`src/rtl/demo_synth_pkg.sv`:
```
// demo_synth_pkg: shared encodings, FSM states, LFSR constants and waveform helper for demo_audio_synth.
package demo_synth_pkg;
  typedef enum logic [1:0] {MODE_SQUARE, MODE_SAW, MODE_TRI, MODE_NOISE} mode_t;
  typedef enum logic [1:0] {S_IDLE, S_RUN, S_DONE} state_t;
  localparam logic [1:0] CFG_FREQ = 2'd0, CFG_MODEVOL = 2'd1, CFG_PHCLR = 2'd2;
  localparam logic [14:0] LFSR_SEED = 15'h7FFF, LFSR_TAPS = 15'h6000;
  // top holds the five phase MSBs; triangle folds on the MSB
  function automatic logic [3:0] wave_nibble(mode_t m, logic [4:0] top, logic [3:0] nz);
    return m == MODE_SQUARE ? {4{top[4]}} :
           m == MODE_SAW    ? top[4:1] :
           m == MODE_TRI    ? (top[4] ? ~top[3:0] : top[3:0]) : nz;
  endfunction
endpackage

```
`src/rtl/demo_synth_sigma_delta.sv`:
```
// demo_synth_sigma_delta: first-order sigma-delta, audio is the registered carry of sd + sample.
module demo_synth_sigma_delta #(
  parameter int MIX_W = 10
) (
  input  logic             clk,
  input  logic             rst_n,
  input  logic [MIX_W-1:0] sample,
  output logic             audio
);
  logic [MIX_W-1:0] sd;
  always_ff @(posedge clk or negedge rst_n)
    if (!rst_n) {audio, sd} <= '0;
    else {audio, sd} <= {1'b0, sd} + {1'b0, sample};
endmodule

```
`src/rtl/demo_audio_synth.sv`:
```
// demo_audio_synth: multi-voice phase-accumulator synth, time-multiplexed mixer, sigma-delta PDM out.
// Define DEMO_SYNTH_NOISE_EN to build the shared LFSR that feeds mode-3 voices.
module demo_audio_synth
  import demo_synth_pkg::*;
#(
  parameter int VOICES = 3,
  parameter int PHASE_W = 16,
  localparam int MIX_W = 8 + (VOICES > 1 ? $clog2(VOICES) : 0)
) (
  input  logic               clk,
  input  logic               rst_n,
  input  logic               sample_tick,
  input  logic               cfg_we,
  input  logic [2:0]         cfg_voice,
  input  logic [1:0]         cfg_addr,
  input  logic [PHASE_W-1:0] cfg_data,
  output logic [MIX_W-1:0]   sample,
  output logic               sample_valid,
  output logic               busy,
  output logic               audio
);
  localparam int IW = VOICES > 1 ? $clog2(VOICES) : 1;
  state_t state, state_nx;
  logic [IW-1:0] idx;
  logic [MIX_W-1:0] acc;
  logic [PHASE_W-1:0] freq [VOICES];
  logic [PHASE_W-1:0] phase [VOICES];
  mode_t mode [VOICES];
  logic [3:0] vol [VOICES];
  logic [PHASE_W-1:0] nxt_phase;
  logic [3:0] nz, w;
  logic [7:0] vout;
  logic last, run;
  assign run = state == S_RUN;
  assign last = idx == IW'(VOICES - 1);
  assign nxt_phase = phase[idx] + freq[idx];
  assign w = wave_nibble(mode[idx], phase[idx][PHASE_W-1 -: 5], nz);
  assign vout = {4'b0, w} * {4'b0, vol[idx]};
`ifdef DEMO_SYNTH_NOISE_EN
  logic [14:0] lfsr;
  logic [PHASE_W:0] wide_sum;
  assign wide_sum = {1'b0, phase[idx]} + {1'b0, freq[idx]};
  // advances only when a noise voice's accumulator wraps, so pitch sets the noise rate
  always_ff @(posedge clk or negedge rst_n)
    if (!rst_n) lfsr <= LFSR_SEED;
    else if (run && mode[idx] == MODE_NOISE && wide_sum[PHASE_W]) lfsr <= {lfsr[13:0], ^(lfsr & LFSR_TAPS)};
  assign nz = lfsr[3:0];
`else
  assign nz = 4'd0;
`endif
  // phase clear is applied after the sequencer advance so it wins on collision
  always_ff @(posedge clk or negedge rst_n)
    if (!rst_n) begin
      for (int v = 0; v < VOICES; v++) begin
        freq[v] <= '0;
        phase[v] <= '0;
        mode[v] <= MODE_SQUARE;
        vol[v] <= '0;
      end
    end else begin
      for (int v = 0; v < VOICES; v++) begin
        if (run && idx == IW'(v)) phase[v] <= nxt_phase;
        if (cfg_we && cfg_voice == 3'(v)) begin
          if (cfg_addr == CFG_FREQ) freq[v] <= cfg_data;
          if (cfg_addr == CFG_MODEVOL) mode[v] <= mode_t'(cfg_data[5:4]);
          if (cfg_addr == CFG_MODEVOL) vol[v] <= cfg_data[3:0];
          if (cfg_addr == CFG_PHCLR) phase[v] <= '0;
        end
      end
    end
  always_ff @(posedge clk or negedge rst_n)
    if (!rst_n) state <= S_IDLE;
    else state <= state_nx;
  always_comb
    state_nx = state == S_IDLE ? (sample_tick ? S_RUN : S_IDLE) :
               state == S_RUN  ? (last ? S_DONE : S_RUN) : S_IDLE;
  always_comb busy = state != S_IDLE;
  always_ff @(posedge clk or negedge rst_n)
    if (!rst_n) begin
      idx <= '0;
      acc <= '0;
      sample <= '0;
      sample_valid <= 1'b0;
    end else begin
      sample_valid <= state == S_DONE;
      if (state == S_IDLE && sample_tick) begin
        idx <= '0;
        acc <= '0;
      end
      if (run) begin
        acc <= acc + MIX_W'(vout);
        idx <= last ? '0 : idx + 1'b1;
      end
      if (state == S_DONE) sample <= acc;
    end
  demo_synth_sigma_delta #(.MIX_W(MIX_W)) u_sd (
    .clk(clk),
    .rst_n(rst_n),
    .sample(sample),
    .audio(audio)
  );
endmodule

```
`config.mk`:
```
export PLATFORM = sky130hd
export DESIGN_NAME = demo_audio_synth
export DESIGN_NICKNAME = d
export VERILOG_FILES = /design/src/rtl/demo_synth_pkg.sv /design/src/rtl/demo_synth_sigma_delta.sv /design/src/rtl/demo_audio_synth.sv
export SDC_FILE = /design/constraint.sdc
export NUM_CORES = 1
export LEC_CHECK = 0
export ABC_AREA = 1
export CAP_MARGIN = 20
export CORE_MARGIN = 1.5
export CORE_UTILIZATION = 66
export DETAILED_ROUTE_END_ITERATION = 8
export GPL_ROUTABILITY_DRIVEN = 0
export PLACE_DENSITY_LB_ADDON = 0.08
export REMOVE_ABC_BUFFERS = 1
export SYNTH_ARGS = -nofsm -noshare
export SYNTH_HDL_FRONTEND = slang
export SYNTH_HIERARCHICAL = 1
export SYNTH_SLANG_ARGS = --single-unit
```
`constraint.sdc`:
```
create_clock -name clk -period 9.95 [get_ports clk]
set_clock_uncertainty 0.1 [all_clocks]
set_input_delay 2.4875 -clock clk [delete_from_list [all_inputs] [get_ports clk]]
set_output_delay 2.4875 -clock clk [all_outputs]
set_load 0.1 [all_outputs]
```
; ---- Yosys cells after proc, flatten, opt, wreduce, memory -nomap -nowiden
; Index checks and enable logic that the tools add are counted.
[op_classes]
addsub = 4
n_mul = 1
magnitude_cmp = 1
n_eq_ne = 10
n_mux = 34
n_bitwise = 2
n_reduce_logical = 20
[ops]
columns = op, n
row1 = 16-bit 2-to-1 mux, 13
row2 = 16-bit binary-select mux with 2-bit select, 2
row3 = 4-bit 2-to-1 mux, 6
row4 = 10-bit 2-to-1 mux, 2
row5 = 16-bit adder, 1
row6 = 2-bit 2-to-1 mux, 8
row7 = 2-bit AND reduction, 6
row8 = 10-bit by 10-bit adder with 11-bit output, 1
row9 = 10-bit by 8-bit adder with 10-bit output, 1
row10 = 4-bit binary-select mux with 2-bit select, 1
row11 = "2-bit by 1-bit equality test with 1-bit output, second input constant", 4
row12 = "2-bit equality test, second input constant", 4
row13 = 2-bit logical NOT, 4
row14 = 4-bit by 4-bit multiplier with 8-bit output, 1
row15 = 1-bit logical AND, 7
row16 = 2-bit binary-select mux with 2-bit select, 1
row17 = 4-bit NOT, 1
row18 = 2-bit nonzero test, 2
row19 = "3-bit by 1-bit equality test with 1-bit output, second input constant", 1
row20 = "3-bit by 2-bit equality test with 1-bit output, second input constant", 1
row21 = "3-bit >= comparator, second input constant", 1
row22 = 3-bit logical NOT, 1
row23 = 2-bit NOT with 3-bit output, 1
row24 = "2-bit by 1-bit adder with 2-bit output, second input constant", 1
row25 = 1-bit 2-to-1 mux, 1
[word_totals]
ff_bits = 150
input_bits = 25
word_cells = 91

; ---- Depth between registers and ports, before layout
; Gate-level depths: netlist of run 1.
[depth]
depth_word = 12
depth_mapped = 27

; ---- Modules after synthesis
; The synthesis of run 1 kept the hierarchy.
[by_module_without_submodules]
columns = module, n_inst, cells_each, area_per_inst_um2, seq_area_each_um2
row1 = demo_audio_synth, 1, 1079, 7992.7, 3478.3
row2 = demo_synth_sigma_delta, 1, 103, 789.5, 275.3

; ---- Worst setup path after synthesis of run 1
; No wires, ideal clock.
[synth_timing]
path_kind = flip-flop to flip-flop
startpoint = register idx[0]
endpoint = register acc[8]
t_arrival_ns = 3.826
slack_ns = 5.906
path_stages_with_launch = 24
path_cell_list = dfrtp_1 buf_4 nor2_2 nand2_1 nand3_1 nor2_1 nand2_1 nand2_1 inv_1 nand3_1 fa_1 fa_1 fa_1 inv_1 ha_1 nand3_1 nand2_1 nand2_1 nor2_1 nand2_1 nand2_1 nand2_1 nand3_1 nand2_1
[synth_via]
elab_chain_len = 12
elab_cells_between_ends = 21
cone_classes = add/sub: 1 / mul: 1 / eq/ne: 2 / mux: 14 / bitwise: 2 / reduce/logical: 1
[synth_lines]
columns = item, line
row1 = from (decl), demo_audio_synth.sv:24  ; logic [IW-1:0] idx;
row2 = from (signal assigned), demo_audio_synth.sv:92  ; idx <= last ? '0 : idx + 1'b1;
row3 = 2-bit NOT with 3-bit output (implied by the code) *, "demo_audio_synth.sv:37, demo_audio_synth.sv:38"
row4 = 16-bit binary-select mux with 2-bit select, demo_audio_synth.sv:37  ; assign w = wave_nibble(mode[idx], phase[idx][PHASE_W-1 -: 5], nz);
row5 = 16-bit 2-to-1 mux (implied by the code) (2 in series), demo_audio_synth.sv:37
row6 = 4-bit NOT, demo_synth_pkg.sv:11  ; m == MODE_TRI ? (top[4] ? ~top[3:0] : top[3:0]) : nz;
row7 = 4-bit 2-to-1 mux (2 in series), demo_synth_pkg.sv:11
row8 = 4-bit 2-to-1 mux, demo_synth_pkg.sv:10  ; m == MODE_SAW ? top[4:1] :
row9 = 4-bit 2-to-1 mux, demo_synth_pkg.sv:9  ; return m == MODE_SQUARE ? {4{top[4]}} :
row10 = 4-bit by 4-bit multiplier with 8-bit output *, demo_audio_synth.sv:38  ; assign vout = {4'b0, w} * {4'b0, vol[idx]};
row11 = 10-bit by 8-bit adder with 10-bit output *, demo_audio_synth.sv:91  ; acc <= acc + MIX_W'(vout);
row12 = 10-bit 2-to-1 mux *, demo_audio_synth.sv:90  ; if (run) begin
row13 = to (signal assigned), demo_audio_synth.sv:91
row14 = to (decl), demo_audio_synth.sv:25  ; logic [MIX_W-1:0] acc;
; Every way passes the cells marked *; elsewhere a longest branch is shown, timed or not. The select of a mux whose other input is x is not followed.
; A chain may end at the register's enable or synchronous reset.

; ---- Worst setup path in the final report of run 1
[layout_timing]
startpoint = register idx[0]
endpoint = register acc[6]
; Same word-level chain as after synthesis.

==> results of run 1 <==
==> per-layer routing <==
layer  share of wire, %  vias up  GRT usage [%]
li1                   -     3782              -
met1                 40     3645          40.32
met2                 49      334          57.27
met3                6.1       76          6.322
met4                4.3        0          14.25
met5                  0        -              0
==> placed cells by master (no fill, tap or decap), drive strengths merged <==
cell type | Yosys | routed
nand2 | 378 | 378
inv | 201 | 207
dfrtp | 150 | 150
o21ai | 111 | 111
nand3 | 91 | 91
nor2 | 69 | 69
ha | 43 | 43
clkdlybuf4s50 | 0 | 36
a21oi | 34 | 34
clkbuf | 19 | 18
o221ai | 11 | 11
fa | 11 | 11
o211ai | 8 | 8
xnor2 | 6 | 6
buf | 13 | 6
o21bai | 5 | 5
xor2 | 5 | 5
o21a | 4 | 4
nor3 | 4 | 4
bufinv | 0 | 4
clkinv | 1 | 4
or2 | 4 | 4
nand3b | 3 | 3
o22ai | 3 | 3
nand4 | 3 | 3
a211oi | 2 | 2
and2 | 1 | 1
clkinvlp | 0 | 1
a21o | 1 | 1
a31oi | 1 | 1
==> power groups by stage <==
stage | logic (W) | registers (W) | clock network [W]
floorplan | 0.00154 | 0.00107 | 0
global route | 0.00252 | 0.000981 | 0.000745
detailed placement | 0.00216 | 0.000969 | 0
finish | 0.00225 | 0.000960 | 0.000715
global placement | 0.00209 | 0.000961 | 0
CTS | 0.00222 | 0.000960 | 0.000714
==> area by class of cell <==
class,count,share of cell area [%]
clock buffer,18,4.427
clock inverter,14,2.131
inverter,202,7.643
multi-input combinational,798,41.63
sequential,150,37.84
tap,172,2.169
timing repair buffer,42,4.162
==> logic make-up (layout without fill, tap and decap cells) <==
group,Yosys count,count (layout)
AO/OA/AOI/OAI,180,180
XOR/XNOR,11,11
adder cells (fa/ha/maj),54,54
buffers and inverters,234,276
flip-flops,150,150
AND/OR/NAND/NOR,553,553
==> flip-flops by register name, indices dropped and copies added, names as in the netlist, 6 cells and up <==
| signal | flops |
|---|---|
| u_sd/sd | 10 |
| mode | 6 |
| vol | 12 |
| freq | 48 |
| sample | 10 |
| phase | 48 |
| acc | 10 |
==> worst max path at each step <==
stage,cells past startpoint,end,start
2_1_floorplan,22,acc[8]$_DFFE_PN0P_,idx[0]$_DFFE_PN0P_
3_3_place_gp,23,acc[8]$_DFFE_PN0P_,idx[0]$_DFFE_PN0P_
3_5_place_dp,23,acc[8]$_DFFE_PN0P_,idx[0]$_DFFE_PN0P_
4_1_cts,21,acc[6]$_DFFE_PN0P_,idx[0]$_DFFE_PN0P_
5_1_grt,23,acc[8]$_DFFE_PN0P_,idx[0]$_DFFE_PN0P_
6_report,21,acc[6]$_DFFE_PN0P_,idx[0]$_DFFE_PN0P_
==> through the flow <==
step | power, W | instance area, um^2 | worst slack (ns)
floorplan | 0.002606 | 8642 | 5.532
global placement | 0.003049 | 9259 | 5.087
detailed placement | 0.003127 | 9259 | 4.857
CTS | 0.003890 | 9910 | 4.808
global route | 0.004245 | 9921 | 4.329
finish | 0.003921 | 9921 | 4.746
==> worst max-delay path: stages, from the launching register on <==
cell and delay [ns]:
sky130_fd_sc_hd__dfrtp_1 0.58, sky130_fd_sc_hd__inv_2 0.12, sky130_fd_sc_hd__nor2_2 0.78, sky130_fd_sc_hd__nand2_1 0.11, sky130_fd_sc_hd__nand3_1 0.25, sky130_fd_sc_hd__nor2_1 0.06
sky130_fd_sc_hd__nand2_1 0.09, sky130_fd_sc_hd__nand2_1 0.06, sky130_fd_sc_hd__inv_1 0.06, sky130_fd_sc_hd__nand3_1 0.11, sky130_fd_sc_hd__fa_1 0.54, sky130_fd_sc_hd__fa_1 0.51
sky130_fd_sc_hd__fa_1 0.51, sky130_fd_sc_hd__inv_1 0.04, sky130_fd_sc_hd__ha_1 0.36, sky130_fd_sc_hd__nand3_1 0.11, sky130_fd_sc_hd__nand2_1 0.10, sky130_fd_sc_hd__nand2_1 0.07
sky130_fd_sc_hd__nor2_1 0.19, sky130_fd_sc_hd__o21ai_0 0.16, sky130_fd_sc_hd__nand3_1 0.09, sky130_fd_sc_hd__o21ai_0 0.07
==> cells in the mapped netlist, types with 6 or more instances <==
master	count	share of area (%)
sky130_fd_sc_hd__nand2_1	375	16
sky130_fd_sc_hd__inv_1	196	8.4
sky130_fd_sc_hd__dfrtp_1	150	43
sky130_fd_sc_hd__o21ai_0	107	6.1
sky130_fd_sc_hd__nand3_1	90	5.1
sky130_fd_sc_hd__nor2_1	64	2.7
sky130_fd_sc_hd__ha_1	43	6.1
sky130_fd_sc_hd__a21oi_1	33	1.9
sky130_fd_sc_hd__clkbuf_1	19	0.81
sky130_fd_sc_hd__fa_1	11	2.5
sky130_fd_sc_hd__o221ai_1	11	1.1
sky130_fd_sc_hd__buf_2	10	0.57
sky130_fd_sc_hd__o211ai_1	7	0.60
sky130_fd_sc_hd__xnor2_1	6	0.60
==> results.env, run 1 <==
OUTCOME='finished clean'
POWERDENSITY_nW_PER_UM2=395.2
DESIGN.PORTCOUNT=38
GRT_USE_TOTAL_PCT=33.07
SYNTH_ASYNC_SR_FLOP_SHARE_PCT=100.0
P_INT_W=0.002012
PORT_BUFFERS=37
MULTI_INPUT_AREA_UM2=4130
PATH_CLK_SLEW_NS=0.07
HOLD_PATH_STARTPOINT='u_sd/sd[0]$_DFF_PN0_'
CRITICAL_PATH_CLASS='reg2reg'
WORST_SLEW_PIN_SLEW_NS=1.004
PWR-SHARE-CLK_PCT=18.2
FLOORPLAN_CORE_AREA_UM2=12820
DETAIL_ROUTE.ITER0.VIOLATIONS=777
SYN_AREA_PER_CELL_UM2=7.430
MAX-VDD-IR-DROP_mV=0.2385
HOLDBUFCOUNTCTS=0
WORSTPATHARRIVAL_NS=5.41
AREA_GROWTH_PCT=12.96
FINALWIRELENGTH_UM=21890
NUM_ANTENNA_CELLS=0
NETLIST-CELL-TYPE-COUNT=39
SLEW_HEADROOM_PCT=32.98
FINAL_LAYOUT_SIZE_SUFFIX_GT1_SHARE_PCT=4.657
DP_CELLS=1363
DIE-WIDTH_UM=118.4
REG2REG_SETUP_SLACK_NS=4.75
DIE_H_UM=118.4
SYNTH.CELL_AREA_UM2=8782
SLEW_VIOL_FINAL=0
TOTAL_COUNT_OF_HOLD_CHECK_FAILURES_IN_THE_FINAL_REPORT=0
VIAS_AFTER_DETAILED_ROUTING=7837
CTS-RESIZED-GATES=0
YOSYS.AREA_SHARE.ADDER_PCT=8.634
SYNTH_ENABLE_FLOP_CELLS=0
FF2FF_PATH_DEPTH=21
HOLDPATHSTAGES=1
YOSYS_WARNINGS=6
MAIN_COMBINATIONAL_CELL_FAMILY_BY_AREA_AFTER_SYNTHESIS='simple AND/OR/NAND/NOR gates'
ANT_NETS=0
FINALNETCOUNT=1290
POST_SYNTH_XOR_AREA_FRACTION_PCT=1.097
ROUTE.DETAILED.VIAS_PER_INST=5.614
ENDPOINT_KIND='register'
SYNTHESIS.INSTANCES=1182
CLOCK-ROOT-BUFFER='sky130_fd_sc_hd__clkbuf_16'
FIN_UTIL_PCT=77.36
WIRE_PER_INST_UM=15.68
NUMCLOCKSINKS=150
DRC=0
R2R_END='acc[6]$_DFFE_PN0P_'
FINAL.SETUP.TNS_NS=0
CLOCK_PATH_BUFFERS=2
SW_FRAC_OF_TOTAL_PCT=48.69
SYNTH_SEQ_AREA_SHARE_PCT=42.74
WORSTHOLDENDPOINT='u_sd/sd[0]$_DFF_PN0_'
NUMBER_OF_ANTENNA_VIOLATIONS_AT_THE_FIRST_CHECK_IN_GLOBAL_ROUTING=0
FINAL.MIN_CLOCK_PERIOD_NS=5.204
CTS_MADE_BUFFERS=17
POST-CTS-SETUP-BUFFER-COUNT=0
WORST_SETUP_START_KIND='register'
FF_LATCH_AREA_UM2=3754
TIMING.HOLD.WS_NS=0.3786
CRITPATHMAXFANOUT=22
CTS.HTREE.LEVELS=4
GRT_MAX_DEGREE=85
VIA_COUNT_OF_THE_FIRST_GLOBAL_ROUTING_PASS=7654
DESIGN.DIE.AREA_UM2=14010
RSZ_0062_RAISED_AFTER_GLOBAL_ROUTING='no'
EFFECTIVE_UTILIZATION_AT_FLOORPLAN_PCT=68.48
FINAL.PERIOD_UTILIZATION_PCT=52.30
SYNTH.AREA.MUX_SHARE_PCT=0
YOSYS.AREA_SHARE.SIMPLE_PCT=25.80
FLOP_AND_LATCH_COUNT_OUT_OF_SYNTHESIS=150
FLOORPLAN.ROWS=41
POWER.STATIC_LEAKAGE_nW=5.358
CP.REQUIRED_NS=10.15
P_SW_W=0.001909
PLACE_HPWL_UM=14680
CLKLATENCYLATEPIN_NS=0.43
SETUP_VIOL_COUNT_FINAL=0
P_COMB_SHARE_PCT=57.3
DRT_PASS1_ITERATIONS=6
SYNTH-MAIN-FF-CELL='sky130_fd_sc_hd__dfrtp_1'
POWER_FRAC_SEQ_PCT=24.5
WORSTHOLDPATHTYPE='reg2reg'
FILLERS=922
MAXCAPVIOLATIONS=0
GRT_OVERFLOW=0
TRITONCTS='done'
WIRE_LENGTH_OF_THE_FIRST_GLOBAL_ROUTING_PASS_UM=36780
POST_LAYOUT_NONFILLER_INSTANCES=1396
CLOCK.FMAX_GHz=0.1922
RR_STARTPOINT='idx[0]$_DFFE_PN0P_'
COMPLEX_GATE_FRACTION_OF_THE_SYNTHESIZED_AREA_PCT=11.50
Note: power is estimated with default switching activity, not from simulation.
==> inputs of run 2 (changes only) <==
--- a/config.mk
+++ b/config.mk
@@ -8,7 +8,7 @@
 export ABC_AREA = 1
 export CAP_MARGIN = 20
 export CORE_MARGIN = 1.5
-export CORE_UTILIZATION = 66
+export CORE_UTILIZATION = 56
 export DETAILED_ROUTE_END_ITERATION = 8
 export GPL_ROUTABILITY_DRIVEN = 0
 export PLACE_DENSITY_LB_ADDON = 0.08
==> constraint.sdc (replaced) <==
create_clock -name clk -period 4.3 [get_ports clk]
set_clock_uncertainty 0.1 [all_clocks]
set_input_delay 1.075 -clock clk [delete_from_list [all_inputs] [get_ports clk]]
set_output_delay 1.075 -clock clk [all_outputs]
set_load 0.1 [all_outputs]
==> results.env, run 2 (same netlist as run 1, synthesis figures left out) <==
OUTCOME='finished clean'
RR_STARTPOINT='idx[0]$_DFFE_PN0P_'
CP.REQUIRED_NS=4.52
ENDPOINT_KIND='register'
HOLDPATHSTAGES=1
PATH_CLK_SLEW_NS=0.07
WIRE_LENGTH_OF_THE_FIRST_GLOBAL_ROUTING_PASS_UM=35310
MAX-VDD-IR-DROP_mV=0.4181
LAYOUT.CELLS.MOST_COMMON='sky130_fd_sc_hd__nand2_1'
GRT_USE_TOTAL_PCT=27.62
SW_FRAC_OF_TOTAL_PCT=48.74
CRITICAL_PATH_BUF_INV_COUNT=3
WORST_PATH_DOMINANT_CELL_FAMILY='adder cells'
AREA_GROWTH_PCT=15.29
DP_CELLS=1421
PRE_CTS_WS_NS=0.01031
DRT_PASS1_ITERATIONS=5
WORSTPATHARRIVAL_NS=4.34
DIE_H_UM=128.2
WIRE_PER_INST_UM=14.25
WORST_SLACK_NS=0.1871
VIA_COUNT_OF_THE_FIRST_GLOBAL_ROUTING_PASS=7365
VIAS_AFTER_DETAILED_ROUTING=7471
PLACE_HPWL_UM=14990
GRT_OVERFLOW=0
DRC=0
TIMING.HOLD.WS_NS=0.3723
WORSTHOLDPATHTYPE='reg2reg'
DESIGN.DIE.AREA_UM2=16440
BIGGESTREGSBYFLOPS='freq (48), phase (48), vol (12)'
FLOORPLAN_CORE_AREA_UM2=15260
PATH_CELLS='buf_4 > nand3_1 > nand3_2 > buf_4 > xnor2_1 > nand2_1 > nand3_1 > fa_1 > fa_1 > fa_1 > inv_1 > ha_4 > nand3_1 > nand2_1 > nand2_1 > nor2_2 > nand2_1 > nand2_1 > nand2_1 > nand3_1 > nand2_1'
FIN_UTIL_PCT=66.36
P_SW_W=0.004376
FLOORPLAN.ROWS=45
FILLERS=1366
FINAL.MIN_CLOCK_PERIOD_NS=4.113
EFFECTIVE_UTILIZATION_AT_FLOORPLAN_PCT=57.56
CTS_MADE_BUFFERS=17
MULTI_INPUT_AREA_UM2=4193
FINAL.PERIOD_UTILIZATION_PCT=95.65
TOTAL_COUNT_OF_HOLD_CHECK_FAILURES_IN_THE_FINAL_REPORT=0
CLKLATENCYLATEPIN_NS=0.44
SLEW_HEADROOM_PCT=35.49
NUMCLOCKSINKS=150
ANT_NETS=0
PWR-SHARE-CLK_PCT=16.3
CTS.HTREE.LEVELS=4
SLOWEST_STAGE='sky130_fd_sc_hd__fa_1'
CRITICAL_PATH.MAX_STAGE_DELAY_NS=0.56
PORT_BUFFERS=37
HOLD_PATH_STARTPOINT='u_sd/sd[0]$_DFF_PN0_'
REG2REG_SETUP_SLACK_NS=0.19
NUMBER_OF_ANTENNA_VIOLATIONS_AT_THE_FIRST_CHECK_IN_GLOBAL_ROUTING=0
FINALWIRELENGTH_UM=20730
FF2FF_PATH_DEPTH=21
R2R_END='acc[8]$_DFFE_PN0P_'
P_COMB_SHARE_PCT=59.3
CP_DOMINANT_CELL_BY_COUNT='sky130_fd_sc_hd__nand2_1'
POWER.STATIC_LEAKAGE_nW=5.437
FINAL_LAYOUT_SIZE_SUFFIX_GT1_SHARE_PCT=7.160
ROUTE.DETAILED.VIAS_PER_INST=5.138
LAYOUT.CELLS.MOST_COMMON_LIST='374 x sky130_fd_sc_hd__nand2_1, 196 x sky130_fd_sc_hd__inv_1, 148 x sky130_fd_sc_hd__dfrtp_1'
P_INT_W=0.004602
SETUP_VIOL_COUNT_FINAL=0
POWERDENSITY_nW_PER_UM2=886.7
MAXCAPVIOLATIONS=0
TOTAL_POWER_W=0.008978
NUM_ANTENNA_CELLS=0
CLOCK.FMAX_GHz=0.2431
FINALNETCOUNT=1309
CRITPATHMAXFANOUT=4
RSZ_0062_RAISED_AFTER_GLOBAL_ROUTING='yes'
WORSTHOLDENDPOINT='u_sd/sd[0]$_DFF_PN0_'
WORST_SLEW_PIN_SLEW_NS=0.9647
WORST_SETUP_START_KIND='register'
SLEW_VIOL_FINAL=0
TRITONCTS='done'
POST_LAYOUT_NONFILLER_INSTANCES=1454
DIE-WIDTH_UM=128.2
GRT_MAX_DEGREE=85
CLOCK_PATH_BUFFERS=2
CLOCK-ROOT-BUFFER='sky130_fd_sc_hd__clkbuf_16'
POWER_FRAC_SEQ_PCT=24.5
CRITICAL_PATH_CLASS='reg2reg'
DETAIL_ROUTE.ITER0.VIOLATIONS=470
DESIGN.PORTCOUNT=38
FF_LATCH_AREA_UM2=3756
[run 2: changes by cell type in the layout (fill, tap and decap cells not counted), moves of 3 or more]
cell                        delta
sky130_fd_sc_hd__buf_4        +18
sky130_fd_sc_hd__bufinv_16     -4
sky130_fd_sc_hd__inv_6         +3
sky130_fd_sc_hd__nand3_2       +3
sky130_fd_sc_hd__nor2_1        -3
sky130_fd_sc_hd__nand3_1       -3
sky130_fd_sc_hd__clkinv_8      +3
[run 2: power by group through the flow]
stage / clock [W] / combinational, W / sequential (W)
2_1_floorplan: 0 / 0.00355 / 0.00248
3_3_place_gp: 0 / 0.00502 / 0.00220
3_5_place_dp: 0 / 0.00512 / 0.00221
4_1_cts: 0.00148 / 0.00516 / 0.00219
5_1_grt: 0.00155 / 0.00606 / 0.00226
6_report: 0.00146 / 0.00532 / 0.00220
[run 2: per-stage QoR]
step / area (um^2) / setup TNS [ns]
3_3_place_gp: 9463 / 0
4_1_cts: 10050 / 0
5_1_grt: 10120 / -0.1050
2_1_floorplan: 8642 / -0.3492
6_report: 10120 / 0
3_5_place_dp: 9463 / 0
[run 2: metal layers]
metal / track usage (%) / wire length (um) / vias to the layer above
li1: - / - / 3819
met1: 35.19 / 9257 / 3462
met2: 46.20 / 9966 / 161
met3: 6.010 / 947 / 29
met4: 10.58 / 555 / 0
met5: 0 / 0 / -
[run 2: area by class of cell]
type | instances | area share [%]
Clock inverter | 15 | 1.557
Multi-Input combinational cell | 798 | 41.41
Inverter | 202 | 7.514
Sequential cell | 150 | 37.10
Tap cell | 211 | 2.608
Timing Repair Buffer | 61 | 5.610
Clock buffer | 17 | 4.202
[run 2: worst max-delay path by stage]
stage	start	end	depth (start not counted)	slack, ns
floorplan	idx[0]$_DFFE_PN0P_	acc[8]$_DFFE_PN0P_	22	-0.12
global placement	idx[1]$_DFFE_PN0P_	acc[8]$_DFFE_PN0P_	23	0.10
detailed placement	idx[1]$_DFFE_PN0P_	acc[8]$_DFFE_PN0P_	23	0.01
CTS	idx[0]$_DFFE_PN0P_	acc[8]$_DFFE_PN0P_	23	0.0002
global route	idx[0]$_DFFE_PN0P_	acc[8]$_DFFE_PN0P_	22	-0.07
finish	idx[0]$_DFFE_PN0P_	acc[8]$_DFFE_PN0P_	21	0.19
[run 2: repair_timing]
action	4_1_cts	5_1_grt
endpoints found under the setup margin	1	5
gates resized for setup	2	14
buffers inserted	0	1
pin swaps	0	4
gates cloned	0	0
hold buffers	0	0
